File: config.mk
export PLATFORM = sky130hd
export DESIGN_NAME = qam_mapper
export DESIGN_NICKNAME = d
export VERILOG_FILES = /design/src/rtl/qam_mapper.sv
export SDC_FILE = /design/constraint.sdc
export NUM_CORES = 1
export LEC_CHECK = 0
export BUFFER_PORTS_ARGS = -buffer_cell sky130_fd_sc_hd__buf_4
export CORE_MARGIN = 3
export CORE_UTILIZATION = 45
export CTS_BUF_LIST = sky130_fd_sc_hd__clkbuf_16
export DETAILED_ROUTE_END_ITERATION = 10
export GPL_TIMING_DRIVEN = 0
export HOLD_SLACK_MARGIN = 0.06
export PLACE_DENSITY = 0.78
export SLEW_MARGIN = 10
export SYNTH_ARGS = -nofsm -noshare
export SYNTH_HDL_FRONTEND = slang
export SYNTH_SLANG_ARGS = --single-unit
File: constraint.sdc
create_clock -name clk -period 1.7 [get_ports clk]
set_clock_uncertainty 0.15 [all_clocks]
set_input_delay 0.255 -clock clk [delete_from_list [all_inputs] [get_ports clk]]
set_output_delay 0.255 -clock clk [all_outputs]
set_load 0.05 [all_outputs]
File: src/rtl/qam_mapper.sv
// qam_mapper: maps up to 4 data bits per symbol onto BPSK, QPSK or 16-QAM
// I/Q points. Packed {Q,I} words are delivered through a 2-entry output buffer
// with valid/ready handshakes on both sides. It also keeps a wrapping count of
// accepted symbols and a sticky illegal-mode flag.
// Optional feature macro: QAM_MAPPER_16QAM_EN. When it is undefined, mode 2 is
// treated as reserved.
module qam_mapper #(
    parameter int DATA_W = 16,
    parameter int LEVEL  = 4096,
    parameter int CNT_W  = 32
) (
    input  logic                  clk,
    input  logic                  rst,
    input  logic [1:0]            mode,
    input  logic [3:0]            s_data,
    input  logic                  s_valid,
    output logic                  s_ready,
    output logic [2*DATA_W-1:0]   m_data,
    output logic                  m_valid,
    input  logic                  m_ready,
    output logic [CNT_W-1:0]      sym_count,
    output logic                  err
);

    // The outer level 3*LEVEL has to be representable as a positive signed component.
    if ((32'sd3 * LEVEL) > ((64'sd1 <<< (DATA_W - 1)) - 64'sd1)) begin : g_level_chk
        $fatal(1, "qam_mapper: 3*LEVEL does not fit in signed DATA_W");
    end

    localparam logic [DATA_W-1:0] LVL_P1 = DATA_W'(LEVEL);
    localparam logic [DATA_W-1:0] LVL_N1 = DATA_W'(-LEVEL);
    localparam logic [DATA_W-1:0] LVL_P3 = DATA_W'(32'sd3 * LEVEL);
    localparam logic [DATA_W-1:0] LVL_N3 = DATA_W'(-(32'sd3 * LEVEL));

    // A single bit selects a BPSK/QPSK component: 0 maps to +L and 1 maps to -L.
    function automatic logic [DATA_W-1:0] bit_level(input logic b);
        return b ? LVL_N1 : LVL_P1;
    endfunction

`ifdef QAM_MAPPER_16QAM_EN
    // Gray-coded 16-QAM component: 00 -> -3L, 01 -> -L, 11 -> +L, 10 -> +3L.
    function automatic logic [DATA_W-1:0] gray_level(input logic [1:0] b);
        logic [DATA_W-1:0] v;
        case (b)
            2'b00:   v = LVL_N3;
            2'b01:   v = LVL_N1;
            2'b11:   v = LVL_P1;
            2'b10:   v = LVL_P3;
            default: v = {DATA_W{1'b0}};
        endcase
        return v;
    endfunction
`endif

    logic [1:0]          occ_q,   occ_d;
    logic [2*DATA_W-1:0] head_q,  head_d;
    logic [2*DATA_W-1:0] tail_q,  tail_d;
    logic                ready_q, ready_d;
    logic                valid_q, valid_d;
    logic [CNT_W-1:0]    cnt_q,   cnt_d;
    logic                err_q,   err_d;

    logic [2*DATA_W-1:0] map_word_s;
    logic                map_bad_s;
    logic                push_s;
    logic                pop_s;

    assign push_s = s_valid && ready_q;
    assign pop_s  = (occ_q != 2'd0) && m_ready;

    // Map the incoming symbol bits to a packed {Q,I} word for the current mode.
    always_comb begin
        map_word_s = {(2*DATA_W){1'b0}};
        map_bad_s  = 1'b0;
        case (mode)
            2'd0: map_word_s = {{DATA_W{1'b0}}, bit_level(s_data[0])};
            2'd1: map_word_s = {bit_level(s_data[1]), bit_level(s_data[0])};
`ifdef QAM_MAPPER_16QAM_EN
            2'd2: map_word_s = {gray_level(s_data[3:2]), gray_level(s_data[1:0])};
`endif
            default: begin
                map_word_s = {(2*DATA_W){1'b0}};
                map_bad_s  = 1'b1;
            end
        endcase
    end

    // Buffer next state: head is the output word, and tail holds a second entry.
    always_comb begin
        occ_d  = occ_q;
        head_d = head_q;
        tail_d = tail_q;
        if (push_s && pop_s) begin
            // Only possible at occupancy 1, so the new word becomes the head.
            head_d = map_word_s;
        end else if (push_s) begin
            occ_d = occ_q + 2'd1;
            if (occ_q == 2'd0) begin
                head_d = map_word_s;
            end else begin
                tail_d = map_word_s;
            end
        end else if (pop_s) begin
            occ_d = occ_q - 2'd1;
            if (occ_q == 2'd2) begin
                head_d = tail_q;
            end else begin
                head_d = head_q;
            end
        end else begin
            occ_d = occ_q;
        end
        ready_d = (occ_d < 2'd2);
        valid_d = (occ_d != 2'd0);
        cnt_d   = push_s ? (cnt_q + {{(CNT_W-1){1'b0}}, 1'b1}) : cnt_q;
        err_d   = err_q | (push_s & map_bad_s);
    end

    // State registers. Reset empties the buffer and clears the count and the error flag.
    always_ff @(posedge clk or negedge rst) begin
        if (!rst) begin
            occ_q   <= 2'd0;
            head_q  <= {(2*DATA_W){1'b0}};
            tail_q  <= {(2*DATA_W){1'b0}};
            ready_q <= 1'b0;
            valid_q <= 1'b0;
            cnt_q   <= {CNT_W{1'b0}};
            err_q   <= 1'b0;
        end else begin
            occ_q   <= occ_d;
            head_q  <= head_d;
            tail_q  <= tail_d;
            ready_q <= ready_d;
            valid_q <= valid_d;
            cnt_q   <= cnt_d;
            err_q   <= err_d;
        end
    end

    assign s_ready   = ready_q;
    assign m_valid   = valid_q;
    assign m_data    = head_q;
    assign sym_count = cnt_q;
    assign err       = err_q;

endmodule

==> flow_summary_export.csv <==
group,metric,value,unit
outcome,status,"complete, no violations",
clock_tree,htree_num_levels,2,
synthesis,ys_ff_latch,45,
clock_tree,cts_tree,"built",
global_route,track_usage,0.172,
route,vias,1805,
cells_and_area,seqCellArea,1160,sq um
floorplanning,rows,25,
clock_tree,clock_sinks,45,
clock_tree,cts-root-buf,"clkbuf_16",
worst_setup_path,crit_family,"simple AND/OR/NAND/NOR gates",
worst_setup_path,worst_ep_arrival_time,1.72,ns
clock_tree,clk_pin_slew_worst_paths,0.06,ns
worst_setup_path,required,1.76,ns
synthesis,yosys_warnings,0,
sta,post-route-min-period,1.66,ns
worst_setup_path,crit_type,"flip-flop to flip-flop",
global_route,grt_max_degree,46,
min_path,hp-start,"mode[0]",
power_and_ir_drop,power.switching,1.82,mW
sta,fmax,0.601,GHz
min_path,holdPathEnd,"tail_q[28]",
worst_setup_path,end_kind,"flip-flop",
route,drcViolationCount,0,
cells_and_area,diodes,0,
synthesis,synth_cells,217,
placement,pre_cts_ws,-0.0515,ns
synthesis,synth-edff-count,0,
min_path,hp-class,"input port to flip-flop",
placement,numPortBuffers,50,
sta,setup_viol,0,
power_and_ir_drop,p_int,2.71,mW
global_route,grt_first_pass_wirelength,8.22,mm
worst_setup_path,cp-start-kind,"flip-flop",
synthesis,synthDistinctLibCells,33,
floorplanning,start_util,0.476,
min_path,hold_depth,3,
placement,gp_congestion,0.806,
synthesis,synthArstFlopShare,1.00,
cells_and_area,final_nets,330,
synthesis,seq_area_frac_synth,0.491,
route,wl_per_cell,13.5,um
power_and_ir_drop,power.share.clock,0.236,
route,via_per_inst,4.70,
route,ant_nets,0,
power_and_ir_drop,p_total,4.53,mW
power_and_ir_drop,switching_share,0.402,
sta,hold_violations,0,
sta,worst_pin_slew,0.559,ns
worst_setup_path,r2r_end,"sym_count[31]",
synthesis,synthesis.area,2290,sq um
power_and_ir_drop,ir_drop,1100,uV
global_route,grt.overflow.total,0,
clock_tree,clk_latency,0.28,ns
worst_setup_path,cp_max_fo,5,
route,wl,5.17,mm
worst_setup_path,regToRegSetupSlack,0.04,ns
worst_setup_path,r2r_cells,4,
sta,relSlewSlack,0.627,
worst_setup_path,slowest_delay,0.62,ns
cells_and_area,multi_input_area,1130,sq um
floorplanning,die_area,5990,sq um
worst_setup_path,timing.rr.start,"sym_count[13]",
worst_setup_path,startpoint,"sym_count[13]",
synthesis,syn_area_per_cell,10.6,sq um
global_route,antenna_found_initial,0,
floorplanning,die_y,77.4,um
power_and_ir_drop,p_per_area,1370,nW/um^2
clock_tree,cts_buffers,5,
placement,place_hpwl,3.35,mm
sta,period_share,0.979,
synthesis,synth_top_flop_cell,"dfrtp_1",
clock_tree,ctsLongestPathBuffers,2,
floorplanning,io_pins,77,
run,drv_cap,0,
cells_and_area,drive_above_1_share,0.489,
power_and_ir_drop,p_seq_frac,0.324,
sta,rsz0062_at_grt,"true",
cells_and_area,syn_to_final_growth,44.5,%
worst_setup_path,slowest_stage,"or4_4",
global_route,grt_pass1_vias,1733,
floorplanning,core-area,4820,sq um
worst_setup_path,cp.buffers_inverters,0,
sta,slew_viol_final,0,
route,first_iter_violations,87,
floorplanning,dieWidth,77.4,um
power_and_ir_drop,p_leak,1.67,nW
worst_setup_path,crit_chain,"nand3_2, or4_4, nor4_4, xor2_1",
route,drt-pass1-iter-count,4,
sta,fin_ws,0.0354,ns
power_and_ir_drop,combPwrFrac,0.440,
cells_and_area,nFillCells,394,
-- repair_timing --
item,CTS,global route
hold buffers,2,0
resized for setup,5,13
gates cloned,1,1
setup buffers,3,13
setup endpoints to repair,14,23
endpoints found under the hold margin,47,0
pin swaps,2,6
-- stage by stage --
stage | instance area (sq um) | std cells | TNS (ns) | hold WS (ns) | util
global route | 3320 | 384 | -0.106 | 0.152 | 0.689
finish | 3320 | 384 | 0 | 0.138 | 0.689
floorplan | 2470 | 240 | -1.36 | -0.191 | -
CTS | 3150 | 370 | 0 | 0.135 | 0.654
detailed placement | 2930 | 357 | -0.310 | 0.142 | 0.608
global placement | 2930 | 357 | -0.0332 | 0.138 | 0.608
-- layout make-up --
type	instances	area share
well taps	67	0.0253
clock buffers	5	0.0377
plain buffers	31	0.0724
flip-flops and latches	45	0.349
repair buffers	69	0.159
clock inverters	2	0.0106
multi-input cells	160	0.341
inverters	5	0.00566
-- worst min-delay path: stages --
cell,delay [ns]
buf_4,0.11
nand2b_1,0.07
o21ai_0,0.08
-- state kept, by name, summed over array words and instances (netlist names) --
| name | count |
|---|---|
| tail_q | 4 |
| s_ready | 1 |
| m_data | 4 |
| occ_q | 2 |
| err | 1 |
| sym_count | 32 |
| m_valid | 1 |
-- placed cells by master (no fill, tap or decap), types with 2 or more instances in the layout --
| cell type | netlist | layout |
|---|---|---|
| nor2b_1 | 3 | 2 |
| nand2_1 | 18 | 18 |
| nand3_1 | 8 | 6 |
| nand2b_1 | 5 | 5 |
| dfrtp_2 | 0 | 24 |
| clkbuf_16 | 0 | 5 |
| dlygate4sd3_1 | 0 | 2 |
| conb_1 | 1 | 24 |
| xor2_1 | 13 | 13 |
| and4_4 | 1 | 4 |
| ha_4 | 0 | 2 |
| nor4_2 | 0 | 3 |
| o21ai_0 | 4 | 4 |
| nor2_1 | 11 | 10 |
| nand4b_1 | 2 | 2 |
| a21oi_1 | 9 | 8 |
| nor3_4 | 0 | 2 |
| inv_1 | 5 | 4 |
| dfrtp_1 | 45 | 21 |
| buf_4 | 28 | 94 |
| xnor2_1 | 20 | 20 |
| nand4_1 | 11 | 11 |
| buf_6 | 0 | 2 |
| and3_1 | 6 | 5 |
| nand3_2 | 0 | 2 |
-- cell usage after synthesis (all sizes together), types with 2 or more instances --
cell type | instances | area (sq um)
nand2 | 18 | 67.6
and2 | 2 | 12.5
maj3 | 2 | 20.0
nor2b | 3 | 18.8
and4 | 4 | 37.5
xnor2 | 20 | 175
buf | 29 | 215
ha | 3 | 37.5
xor2 | 13 | 114
nor3 | 4 | 35.0
nand4b | 2 | 17.5
and3 | 6 | 37.5
o21ai | 4 | 20.0
nand2b | 5 | 31.3
clkbuf | 2 | 7.51
nand4 | 12 | 90.1
nor4 | 4 | 40.0
nand3 | 8 | 40.0
dfrtp | 45 | 1130
a21oi | 9 | 45.0
nor2 | 11 | 41.3
inv | 5 | 18.8
-- cell families (layout without fill, tap and decap cells) --
family	Yosys count	count (layout)	synth area share
simple gates	82	83	0.215
compound gates	14	14	0.0316
fa+ha+maj	5	5	0.0251
other cells	1	24	0.00163
xor+xnor	33	33	0.126
mux	1	1	0.00436
buf+inv	36	112	0.105
flops	45	45	0.491
-- how the worst max path moves through the flow --
stage,to,depth (start not counted),slack (ns)
2_1_floorplan,sym_count[26],6,-0.14
3_3_place_gp,sym_count[30],6,-0.03
3_5_place_dp,m_data[12],6,-0.05
4_1_cts,m_valid,6,0.0003
5_1_grt,sym_count[31],4,-0.04
6_report,sym_count[31],4,0.04
-- per-layer routing --
layer	track usage	up-vias	part of all wire
li1	-	887	-
met1	0.211	855	0.42
met2	0.294	54	0.50
met3	0.0499	9	0.060
met4	0.0498	0	0.018
met5	0	-	0
-- power by group through the flow --
| stage | registers [mW] | clock network, mW | logic, mW |
|---|---|---|---|
| 6_report | 1.47 | 1.07 | 2.00 |
| 5_1_grt | 1.50 | 1.15 | 2.14 |
| 4_1_cts | 1.46 | 1.10 | 1.89 |
| 3_5_place_dp | 1.49 | 0 | 1.77 |
| 3_3_place_gp | 1.48 | 0 | 1.74 |
| 2_1_floorplan | 1.91 | 0 | 0.893 |
Note: power is estimated with default switching activity, not from simulation.
